File: config.mk
export PLATFORM = sky130hd
export DESIGN_NAME = dram_arbiter_flat
export DESIGN_NICKNAME = d
export VERILOG_FILES = /design/src/rtl/dram_arbiter_pkg.sv /design/src/rtl/dram_arbiter_if.sv /design/src/rtl/dram_arbiter_rr_arb2.sv /design/src/rtl/dram_arbiter.sv /design/src/flat_wrapper.sv
export SDC_FILE = /design/constraint.sdc
export NUM_CORES = 1
export LEC_CHECK = 0
export CAP_MARGIN = 20
export CORE_AREA = 8 8 118 120
export CTS_BUF_LIST = sky130_fd_sc_hd__clkbuf_2 sky130_fd_sc_hd__clkbuf_4 sky130_fd_sc_hd__clkbuf_8
export DETAILED_ROUTE_END_ITERATION = 10
export DIE_AREA = 0 0 126 128
export HOLD_SLACK_MARGIN = 0.02
export PLACE_DENSITY = 0.9
export SLEW_MARGIN = 20
export SYNTH_ARGS = -nofsm -noshare
export SYNTH_HDL_FRONTEND = slang
export SYNTH_SLANG_ARGS = --single-unit
export TNS_END_PERCENT = 20
File: constraint.sdc
create_clock -name clk -period 16.2 [get_ports clk]
set_clock_uncertainty 0.15 [all_clocks]
set_input_delay 3.24 -clock clk [delete_from_list [all_inputs] [get_ports clk]]
set_output_delay 3.24 -clock clk [all_outputs]
set_load 0.05 [all_outputs]
File: src/rtl/dram_arbiter_pkg.sv
// Shared definitions for the DRAM arbiter slice: bus widths, data_ram control
// levels, the reset data word and the FSM state encoding.
package dram_arbiter_pkg;
  localparam int DataAddrBus = 32;
  localparam int DataBus     = 32;

  localparam logic ChipEnable  = 1'b1;
  localparam logic ChipDisable = 1'b0;
  localparam logic WriteEnable = 1'b1;
  localparam logic ReadEnable  = 1'b1;

  localparam logic [DataBus-1:0] ZeroWord = '0;

  typedef enum logic [1:0] {
    IDLE   = 2'd0,
    ACCESS = 2'd1,
    RESP   = 2'd2
  } state_e;
endpackage

File: src/rtl/dram_arbiter_if.sv
// Master-side bus of the DRAM arbiter: two request ports (CPU MEM stage = m0,
// loader/DMA = m1), their one-cycle acks, the shared read data and the CPU stall.
//
// Handshake: a master raises mN_req with we/addr/sel/wdata and holds all of them
// stable until mN_ack. mN_ack is a single-cycle pulse; rdata_o is valid while
// the ack of a read is high. Keeping req high in the ack cycle starts a new
// request whose fields must already be presented in that cycle.
interface dram_arbiter_if;
  import dram_arbiter_pkg::*;

  logic                   m0_req;
  logic                   m0_we;
  logic [DataAddrBus-1:0] m0_addr;
  logic [3:0]             m0_sel;
  logic [DataBus-1:0]     m0_wdata;
  logic                   m0_ack;

  logic                   m1_req;
  logic                   m1_we;
  logic [DataAddrBus-1:0] m1_addr;
  logic [3:0]             m1_sel;
  logic [DataBus-1:0]     m1_wdata;
  logic                   m1_ack;

  logic [DataBus-1:0]     rdata_o;
  logic                   stall_o;

  modport master (
    output m0_req, m0_we, m0_addr, m0_sel, m0_wdata,
    output m1_req, m1_we, m1_addr, m1_sel, m1_wdata,
    input  m0_ack, m1_ack, rdata_o, stall_o
  );

  modport slave (
    input  m0_req, m0_we, m0_addr, m0_sel, m0_wdata,
    input  m1_req, m1_we, m1_addr, m1_sel, m1_wdata,
    output m0_ack, m1_ack, rdata_o, stall_o
  );
endinterface

File: src/rtl/dram_arbiter_rr_arb2.sv
// rr_arb2: combinational two-way round-robin decision.
//   req0_i/req1_i : requests
//   last_gnt_i    : id of the master granted last
//   gnt_o         : winning id (meaningful only when valid_o=1)
//   valid_o       : at least one request present
// A lone requester always wins; on a tie the master not granted last wins.
module rr_arb2 (
  input  logic req0_i,
  input  logic req1_i,
  input  logic last_gnt_i,
  output logic gnt_o,
  output logic valid_o
);
  assign valid_o = req0_i | req1_i;
  assign gnt_o   = (req0_i & req1_i) ? ~last_gnt_i : req1_i;
endmodule

File: src/rtl/dram_arbiter.sv
// dram_arbiter: shares one data_ram between the CPU MEM stage (m0) and the
// loader/DMA (m1). Each access takes IDLE/RESP -> ACCESS -> RESP.
// Ports:
//   clk, rst        : clock, asynchronous active-high reset
//   bus (slave)     : master request/ack bus, rdata_o, stall_o
//   ram_*           : data_ram controls, address, lanes, write/read data
//   state_dbg_o     : current FSM state for observation
module dram_arbiter
  import dram_arbiter_pkg::*;
(
  input  logic                   clk,
  input  logic                   rst,
  dram_arbiter_if.slave          bus,
  output logic                   ram_ce,
  output logic                   ram_we,
  output logic                   ram_re,
  output logic [DataAddrBus-1:0] ram_addr,
  output logic [3:0]             ram_sel,
  output logic [DataBus-1:0]     ram_wdata,
  input  logic [DataBus-1:0]     ram_rdata,
  output state_e                 state_dbg_o
);
  state_e                 state_q, state_d;
  logic                   gnt_q, gnt_d;
  logic                   last_gnt_q, last_gnt_d;
  logic                   we_q, we_d;
  logic [DataAddrBus-1:0] addr_q, addr_d;
  logic [3:0]             sel_q, sel_d;
  logic [DataBus-1:0]     wdata_q, wdata_d;
  logic [DataBus-1:0]     rdata_q, rdata_d;

  logic arb_last, arb_gnt, arb_valid;

  // In RESP the grant being acked already counts as "last", so back-to-back
  // arbitration sees the updated history without waiting a cycle.
  assign arb_last = (state_q == RESP) ? gnt_q : last_gnt_q;

  rr_arb2 u_rr_arb2 (
    .req0_i     (bus.m0_req),
    .req1_i     (bus.m1_req),
    .last_gnt_i (arb_last),
    .gnt_o      (arb_gnt),
    .valid_o    (arb_valid)
  );

  always_comb begin
    state_d    = state_q;
    gnt_d      = gnt_q;
    last_gnt_d = last_gnt_q;
    we_d       = we_q;
    addr_d     = addr_q;
    sel_d      = sel_q;
    wdata_d    = wdata_q;
    rdata_d    = rdata_q;

    case (state_q)
      IDLE, RESP: begin
        if (state_q == RESP) last_gnt_d = gnt_q;
        if (arb_valid) begin
          state_d = ACCESS;
          gnt_d   = arb_gnt;
          we_d    = arb_gnt ? bus.m1_we    : bus.m0_we;
          addr_d  = arb_gnt ? bus.m1_addr  : bus.m0_addr;
          sel_d   = arb_gnt ? bus.m1_sel   : bus.m0_sel;
          wdata_d = arb_gnt ? bus.m1_wdata : bus.m0_wdata;
        end else begin
          state_d = IDLE;
        end
      end
      ACCESS: begin
        state_d = RESP;
        if (!we_q) rdata_d = ram_rdata;
      end
      default: state_d = IDLE;
    endcase
  end

  always_ff @(posedge clk or posedge rst) begin
    if (rst) begin
      state_q    <= IDLE;
      gnt_q      <= 1'b0;
      last_gnt_q <= 1'b1;
      we_q       <= 1'b0;
      addr_q     <= '0;
      sel_q      <= '0;
      wdata_q    <= '0;
      rdata_q    <= ZeroWord;
    end else begin
      state_q    <= state_d;
      gnt_q      <= gnt_d;
      last_gnt_q <= last_gnt_d;
      we_q       <= we_d;
      addr_q     <= addr_d;
      sel_q      <= sel_d;
      wdata_q    <= wdata_d;
      rdata_q    <= rdata_d;
    end
  end

  // RAM drive is gated by rst directly so an access aborted by reset cannot
  // commit at the next edge, independent of reset propagation into state_q.
  always_comb begin
    ram_ce    = ChipDisable;
    ram_we    = 1'b0;
    ram_re    = 1'b0;
    ram_addr  = '0;
    ram_sel   = '0;
    ram_wdata = '0;
    if (state_q == ACCESS && !rst) begin
      ram_ce    = ChipEnable;
      ram_addr  = addr_q;
      ram_sel   = sel_q;
      ram_wdata = wdata_q;
      if (we_q) ram_we = WriteEnable;
      else      ram_re = ReadEnable;
    end
  end

  assign bus.m0_ack  = (state_q == RESP) && !gnt_q;
  assign bus.m1_ack  = (state_q == RESP) &&  gnt_q;
  assign bus.rdata_o = rdata_q;
  assign bus.stall_o = bus.m0_req & ~bus.m0_ack;
  assign state_dbg_o = state_q;
endmodule

File: src/flat_wrapper.sv
// flat-port wrapper written by rule: the top's interface ports become plain ports
module dram_arbiter_flat import dram_arbiter_pkg::*;
  (clk, rst, ram_ce, ram_we, ram_re, ram_addr, ram_sel, ram_wdata, ram_rdata, state_dbg_o, bus_m0_req, bus_m0_we, bus_m0_addr, bus_m0_sel, bus_m0_wdata, bus_m1_req, bus_m1_we, bus_m1_addr, bus_m1_sel, bus_m1_wdata, bus_m0_ack, bus_m1_ack, bus_rdata_o, bus_stall_o);
  dram_arbiter_if bus_i ();
  input  logic clk;
  input  logic rst;
  output logic ram_ce;
  output logic ram_we;
  output logic ram_re;
  output logic [DataAddrBus-1:0] ram_addr;
  output logic [3:0] ram_sel;
  output logic [DataBus-1:0] ram_wdata;
  input  logic [DataBus-1:0] ram_rdata;
  output state_e state_dbg_o;
  input wire logic [$bits(bus_i.m0_req)-1:0] bus_m0_req;
  input wire logic [$bits(bus_i.m0_we)-1:0] bus_m0_we;
  input wire logic [$bits(bus_i.m0_addr)-1:0] bus_m0_addr;
  input wire logic [$bits(bus_i.m0_sel)-1:0] bus_m0_sel;
  input wire logic [$bits(bus_i.m0_wdata)-1:0] bus_m0_wdata;
  input wire logic [$bits(bus_i.m1_req)-1:0] bus_m1_req;
  input wire logic [$bits(bus_i.m1_we)-1:0] bus_m1_we;
  input wire logic [$bits(bus_i.m1_addr)-1:0] bus_m1_addr;
  input wire logic [$bits(bus_i.m1_sel)-1:0] bus_m1_sel;
  input wire logic [$bits(bus_i.m1_wdata)-1:0] bus_m1_wdata;
  output wire logic [$bits(bus_i.m0_ack)-1:0] bus_m0_ack;
  output wire logic [$bits(bus_i.m1_ack)-1:0] bus_m1_ack;
  output wire logic [$bits(bus_i.rdata_o)-1:0] bus_rdata_o;
  output wire logic [$bits(bus_i.stall_o)-1:0] bus_stall_o;
  assign bus_i.m0_req = bus_m0_req;
  assign bus_i.m0_we = bus_m0_we;
  assign bus_i.m0_addr = bus_m0_addr;
  assign bus_i.m0_sel = bus_m0_sel;
  assign bus_i.m0_wdata = bus_m0_wdata;
  assign bus_i.m1_req = bus_m1_req;
  assign bus_i.m1_we = bus_m1_we;
  assign bus_i.m1_addr = bus_m1_addr;
  assign bus_i.m1_sel = bus_m1_sel;
  assign bus_i.m1_wdata = bus_m1_wdata;
  assign bus_m0_ack = bus_i.m0_ack;
  assign bus_m1_ack = bus_i.m1_ack;
  assign bus_rdata_o = bus_i.rdata_o;
  assign bus_stall_o = bus_i.stall_o;
  dram_arbiter u_core (.clk(clk), .rst(rst), .bus(bus_i), .ram_ce(ram_ce), .ram_we(ram_we), .ram_re(ram_re), .ram_addr(ram_addr), .ram_sel(ram_sel), .ram_wdata(ram_wdata), .ram_rdata(ram_rdata), .state_dbg_o(state_dbg_o));
endmodule
---- Yosys cells after proc, flatten, opt, wreduce, memory -nomap -nowiden ----
Index checks and enable logic that the tools add are counted.
storage, ports and cells
  bits in registers ....................... 105
  input port bits ......................... 174
cells by class
  equality and inequality tests ........... 2
  mux-type cells .......................... 16
  bitwise logic cells ..................... 6
  reductions and logical operators ........ 9
operator list
  kind                                                  number
  two-way mux 32 bit                                    4
  two-way mux 1 bit                                     9
  two-way mux 4 bit                                     2
  one-hot mux 2 bit (2 select lines)                    1
  AND reduction 2 bit                                   2
  logical AND 1 bit                                     3
  NOT 1 bit                                             3
  bitwise AND 1 bit                                     2
  equality test 2 x 1 -> 1 bit (second input constant)  1
  equality test 2 bit (second input constant)           1
  logical NOT 1 bit                                     2
  logical NOT 2 bit                                     1
  OR reduction 2 bit                                    1
  OR 1 bit                                              1

---- Logic depth before layout (Yosys ltp) ----
Gate-level depths: netlist (run 1).
  depth in word-level cells ............... 5
  depth in mapped cells ................... 6

---- Cells and area by module ----
From an unflattened synthesis (run 1), not the netlist that was laid out.
second synthesis, totals
  cell total of the unflattened synthesis .. 385
  area, all modules ....................... 5282.6 µm²
by module, submodules not included
  module        instances  cells each  area each (µm²)  seq. area each (µm²)
  dram_arbiter  1          383         5268.8           2628.8
  rr_arb2       1          2           13.8             0.0

---- Worst setup path after synthesis (run 1) ----
No wires, ideal clock.
  path kind ............................... input-to-output
  start ................................... input port rst
  end ..................................... output port ram_addr[10]
  data arrival time ....................... 7.393 ns
  path slack .............................. 5.417 ns
  stages on the path ...................... 3
  path buffers ............................ 1
  cell sequence ........................... inv_1 clkbuf_1 and3_1
between the ends
  cells in the longest elaborated chain, start to end .. 3
RTL lines
  element                             line                 RTL
  start: declaration                  flat_wrapper.sv:6    input logic rst;
  logical NOT 1 bit (no source line)  --
  logical AND 1 bit                   dram_arbiter.sv:109  if (state_q == ACCESS && !rst) begin
  two-way mux 32 bit                  dram_arbiter.sv:109
  end: declaration                    flat_wrapper.sv:10   output logic [DataAddrBus-1:0] ram_addr;
No other way between the ends.

---- Worst setup path after layout (run 1) ----
  start ................................... input port rst
  end ..................................... output port ram_addr[5]
The elaborated chain is that of the path after synthesis.

==> results.cfg, run 1 <==
[grt]
grt_pass1_vias = 4803
grt_max_degree = 97
grtUsageTotal_pct = 19.6
grt_antenna_before_repair = 0
grt_pass1_wl_um = 25100
grt_overflow = 0

[sta]
max_freq_mhz = 105
relSlewSlack_pct = 35.7
finalCritPeriodShare_pct = 58.9
rsz0062_at_grt = no
finalMaxSlewViolations = 0
max_slew.worst_pin.slew_ns = 0.965
setup_tns_ns = 0
finalHoldViolations = 0
hold_ws_ns = 0.348
setup_viol = 0
period_needed_ns = 9.55

[final_layout]
fillers = 967
final_common_cell = clkdlybuf4s50_1
n_antenna_cell = 0
drive_gt1_share_pct = 5.87
final_cell_mix = 281 x clkdlybuf4s50_1, 104 x dfrtp_1, 71 x nor2_1
multi_input_area_um2 = 2190
seqCellArea_um2 = 2630
area_growth_syn_to_layout_pct = 60.6
fin_util_pct = 66.1
nets = 902
stdcell_count = 883

[clock_tree]
cts_buffer_depth = 2
clk_latency_ns = 0.36
post_cts_buffers = 0
root_buffer = clkbuf_8
path_clk_slew_ns = 0.10
cts_sinks = 105
cts_buffers = 9
htree_levels = 3
cts_resized = 0
hold_buffers = 0
cts_tree = built

[logic_synthesis]
yosys-top-cells-area = dfrtp_1 52%, mux2i_1 14%, and3_1 8.6%
syn_area_per_cell_um2 = 10.7
ys_ff_latch = 105
yosysTopAreaCellShare_pct = 51.8
synth_top_area_cell = dfrtp_1
ys_seq_area_share_pct = 52.3
yosysWarningCount = 0
synth_nets = 645
syn_area_um2 = 5030
synth_cells = 471
synth.distinct_cells = 21

[power]
p_switching_w = 0.000464
clock_power_share_pct = 15.2
swShare_pct = 42.4
static-leakage-power_nw = 3.63
power_frac_seq_pct = 35.4
pwr-share-comb_pct = 49.3
power.density_nw_per_um2 = 136
internal-power_w = 0.000631
irDropWorstVdd_v = 0.0000871

[floorplan]
dieWidth_um = 126
initial_utilization_pct = 41.2
core_um2 = 12200
io_pins = 282
fp.dieH_um = 128
fp.dieArea_um2 = 16100
rows = 41

[critical_path]
critical_path_arrival_ns = 6.16
ff2ff_setup_slack_ns = 13.65
crit_path_end_kind = output pin
r2r_cells = 4
crit_top_cell = clkdlybuf4s50_1
r2r_end = u_core.addr_q[30]
cpPeakStageDelay_ns = 0.82
critPathSlowestCell = clkdlybuf4s50_1
critPathTopFamily = buffers and inverters
crit_start = rst
critPathBufInv = 4
criticalPathCategory = in -> out
crit_required_ns = 12.81
r2r_start = u_core.state_dbg_o[0]
worstPathCellList = clkdlybuf4s50_1, inv_6, buf_4, and3_1, clkdlybuf4s50_1
startpoint_type = input pin
critPathMaxFanout = 93

[drt]
vias = 4443
wl_met2_um = 8460
drt_iter0_drc = 185
avgRoutedWirePerCell_um = 18.4
wl_met1_um = 5930
drtAntennaViolNets = 0
firstDrtPassIters = 5
wl_met3_um = 1370
drc = 0
top_layer = met4
via_per_inst = 5.03
wl_um = 16200

[min_path]
holdPathEnd = u_core.bus.rdata_o[5]
hp-start = u_core.bus.rdata_o[5]
hold_class = reg -> reg
hold_depth = 1

[status]
status = finished, final reports clean

[place]
dp_cells = 867
dp_hpwl_um = 12700
place.gp.congestion = 0.835
io_buffers = 281

[job]
maxCapViolations = 0
-- worst max-delay path by stage --
stage	depth (start not counted)	endpoint
after floorplan	3	ram_addr[10]
after global placement	5	ram_addr[3]
after detailed placement	5	ram_addr[5]
after CTS	5	ram_addr[5]
after global routing	5	ram_addr[20]
final	5	ram_addr[5]
-- state kept, by name (all words and copies together), names as in the netlist --
| register | cells |
|---|---|
| u_core.addr_q | 32 |
| u_core.bus.rdata_o | 32 |
| u_core.wdata_q | 32 |
| u_core.sel_q | 4 |
| u_core.state_dbg_o | 2 |
| u_core.gnt_q | 1 |
| u_core.last_gnt_q | 1 |
| u_core.we_q | 1 |
-- power groups by stage --
stage	Clock [W]	Sequential, W	Combinational [W]
3_5_place_dp	0	0.000393	0.000544
6_report	0.000167	0.000388	0.000541
2_1_floorplan	0	0.000529	0.000205
3_3_place_gp	0	0.000386	0.000533
5_1_grt	0.000182	0.000398	0.000568
4_1_cts	0.000171	0.000388	0.000546
-- metal layers --
layer / global-route usage [%] / up-vias
li1: - / 2151
met1: 20.1 / 2068
met2: 35.7 / 192
met3: 6.82 / 32
met4: 8.07 / 0
met5: 0 / -
-- kinds of logic (layout without fill, tap and decap cells) --
group / count (synthesis) / count (layout) / share of synthesized area, %
AOI/OAI and AO/OA: 71 / 71 / 7.14
muxes: 102 / 102 / 21.1
buffers and inverters: 43 / 305 / 4.43
DFF: 105 / 105 / 52.3
and+or+nand+nor: 150 / 150 / 15.0
-- final cells by class --
class	count	share of cell area, %
Clock buffer	12	1.89
Sequential cell	105	32.6
Inverter	3	0.201
Clock inverter	4	0.635
Timing Repair Buffer	286	35.3
Tap cell	150	2.32
Multi-Input combinational cell	323	27.1
-- cell usage after synthesis --
master / instances
a21oi_1: 69
buf_2: 4
and2_1: 2
nand2b_1: 1
nor2b_1: 2
dfstp_2: 1
nor2_1: 73
nand4b_1: 1
mux2_1: 16
nand2_1: 1
mux2i_1: 69
buf_4: 1
and3_1: 69
dfrtp_1: 104
nor3_1: 1
clkbuf_1: 28
mux2_2: 17
o22ai_1: 1
buf_6: 7
o211ai_1: 1
inv_1: 3
-- through the flow --
| step | setup WS [ns] | area (um^2) | total power [W] |
|---|---|---|---|
| 3_3_place_gp | 6.68 | 7870 | 0.000919 |
| 4_1_cts | 6.57 | 8070 | 0.00111 |
| 3_5_place_dp | 6.56 | 7870 | 0.000938 |
| 2_1_floorplan | 5.42 | 5030 | 0.000734 |
| 5_1_grt | 6.32 | 8070 | 0.00115 |
| 6_report | 6.65 | 8070 | 0.00110 |
Note: power is estimated with default switching activity, not from simulation.
==> run 2, diff against run 1 <==
Settings changed: CORE_AREA 8 8 118 120 to 8 8 122 124, DIE_AREA 0 0 126 128 to 0 0 130 132, PLACE_DENSITY 0.9 to 0.84.
Clock period 16.2 ns to 9.7 ns, I/O delays scaled along.
==> results.cfg, run 2 (synthesis results as in run 1) <==
[drt]
avgRoutedWirePerCell_um = 18.1
vias = 4493
drtAntennaViolNets = 0
wl_um = 16500
drt_iter0_drc = 196
via_per_inst = 4.93
drc = 0
firstDrtPassIters = 4

[critical_path]
criticalPathCategory = in -> out
crit_required_ns = 7.61
crit_top_cell = clkdlybuf4s50_1
r2r_start = u_core.state_dbg_o[0]
crit_start = rst
path_depth = 5
critPathSlowestCell = clkdlybuf4s50_1
critical_path_arrival_ns = 4.78
r2r_end = u_core.wdata_q[17]
startpoint_type = input pin
critPathTopFamily = buffers and inverters
cpPeakStageDelay_ns = 0.81
worstPathCellList = clkdlybuf4s50_1, inv_6, buf_4, and3_1, clkdlybuf4s50_1
r2r_cells = 4
critPathMaxFanout = 130
ff2ff_setup_slack_ns = 7.40
crit_path_end_kind = output pin
critPathBufInv = 4
worstSetupEndpoint = ram_wdata[0]

[final_layout]
fillers = 1042
fin_area_um2 = 8170
final_common_cell = clkdlybuf4s50_1
area_growth_syn_to_layout_pct = 62.5
nets = 904
drive_gt1_share_pct = 5.99
stdcell_count = 911
fin_util_pct = 62.9
final_cell_mix = 281 x clkdlybuf4s50_1, 104 x dfrtp_1, 71 x nor2_1
n_antenna_cell = 0

[clock_tree]
htree_levels = 3
post_cts_buffers = 0
cts_buffer_depth = 2
cts_resized = 0
path_clk_slew_ns = 0.09
cts_sinks = 105
hold_buffers = 0
cts_buffers = 9
cts_tree = built
clk_latency_ns = 0.34
root_buffer = clkbuf_8

[sta]
relSlewSlack_pct = 36.8
rsz0062_at_grt = no
max_slew.worst_pin.slew_ns = 0.949
period_needed_ns = 6.87
finalMaxSlewViolations = 0
finalHoldViolations = 0
finalCritPeriodShare_pct = 70.8
setup_tns_ns = 0
max_freq_mhz = 146
setup_viol = 0
worst_slack_ns = 2.83

[place]
dp_slack_ns = 2.80
place.gp.congestion = 0.818
dp_hpwl_um = 12800
io_buffers = 281
dp_cells = 894
detailed_place.area_um2 = 7910

[power]
pwr-share-comb_pct = 48.8
irDropWorstVdd_v = 0.000214
power.density_nw_per_um2 = 228
swShare_pct = 41.5
static-leakage-power_nw = 3.66
power_frac_seq_pct = 34.7
internal-power_w = 0.00109
clock_power_share_pct = 16.5
p_switching_w = 0.000773

[floorplan]
fp.dieArea_um2 = 17200
fp.dieH_um = 132
initial_utilization_pct = 38.7
core_um2 = 13000
rows = 42
io_pins = 282
dieWidth_um = 130

[grt]
grt_pass1_vias = 4839
grt_overflow = 0
grtUsageTotal_pct = 18.9
grt_max_degree = 131
grt_antenna_before_repair = 0
grt_pass1_wl_um = 25600

[job]
maxCapViolations = 0

[min_path]
hold_class = reg -> reg

[status]
status = finished, final reports clean
-- run 2: layout make-up --
type | instances | area (um^2) | share of cell area [%]
clock buffers | 12 | 159 | 1.95
inverters | 3 | 16.3 | 0.199
clock inverters | 4 | 73.8 | 0.904
repair buffers | 288 | 2890 | 35.3
multi-input cells | 323 | 2190 | 26.8
well taps | 176 | 220 | 2.70
flip-flops and latches | 105 | 2630 | 32.2
-- run 2: per-stage QoR --
stage | hold slack, ns | power, W
finish | 0.345 | 0.00186
global route | 0.375 | 0.00195
CTS | 0.348 | 0.00188
floorplan | 0.337 | 0.00123
global placement | 0.319 | 0.00154
detailed placement | 0.327 | 0.00157
-- run 2: how the worst min path moves through the flow --
stage	from	end	slack (ns)	cells past startpoint
final	u_core.bus.rdata_o[17]	u_core.bus.rdata_o[17]	0.35	1
after global routing	u_core.bus.rdata_o[25]	u_core.bus.rdata_o[25]	0.38	1
after CTS	u_core.bus.rdata_o[22]	u_core.bus.rdata_o[22]	0.35	1
after detailed placement	u_core.bus.rdata_o[22]	u_core.bus.rdata_o[22]	0.33	1
after global placement	u_core.bus.rdata_o[17]	u_core.bus.rdata_o[17]	0.32	1
after floorplan	u_core.addr_q[16]	u_core.addr_q[16]	0.34	2
-- run 2: power groups by stage --
| stage | clock (W) | combinational [W] | sequential [W] |
|---|---|---|---|
| final | 0.000306 | 0.000908 | 0.000646 |
| after global routing | 0.000334 | 0.000955 | 0.000663 |
| after CTS | 0.000317 | 0.000917 | 0.000647 |
| after detailed placement | 0 | 0.000915 | 0.000654 |
| after global placement | 0 | 0.000894 | 0.000644 |
| after floorplan | 0 | 0.000342 | 0.000884 |
-- run 2: layer usage --
layer | up-vias | track usage (%) | share of wire [%]
met5 | - | 0 | 0
met4 | 0 | 6.39 | 1.9
met3 | 20 | 5.66 | 8.2
met2 | 171 | 34.6 | 53
met1 | 2144 | 19.8 | 37
li1 | 2158 | - | -
-- run 2: worst register-to-register path, cell delays in order, from the launching register on --
cell	delay, ns
dfrtp_1	0.47
nor2_4	0.58
buf_4	0.75
nor2_1	0.15
a21oi_1	0.15
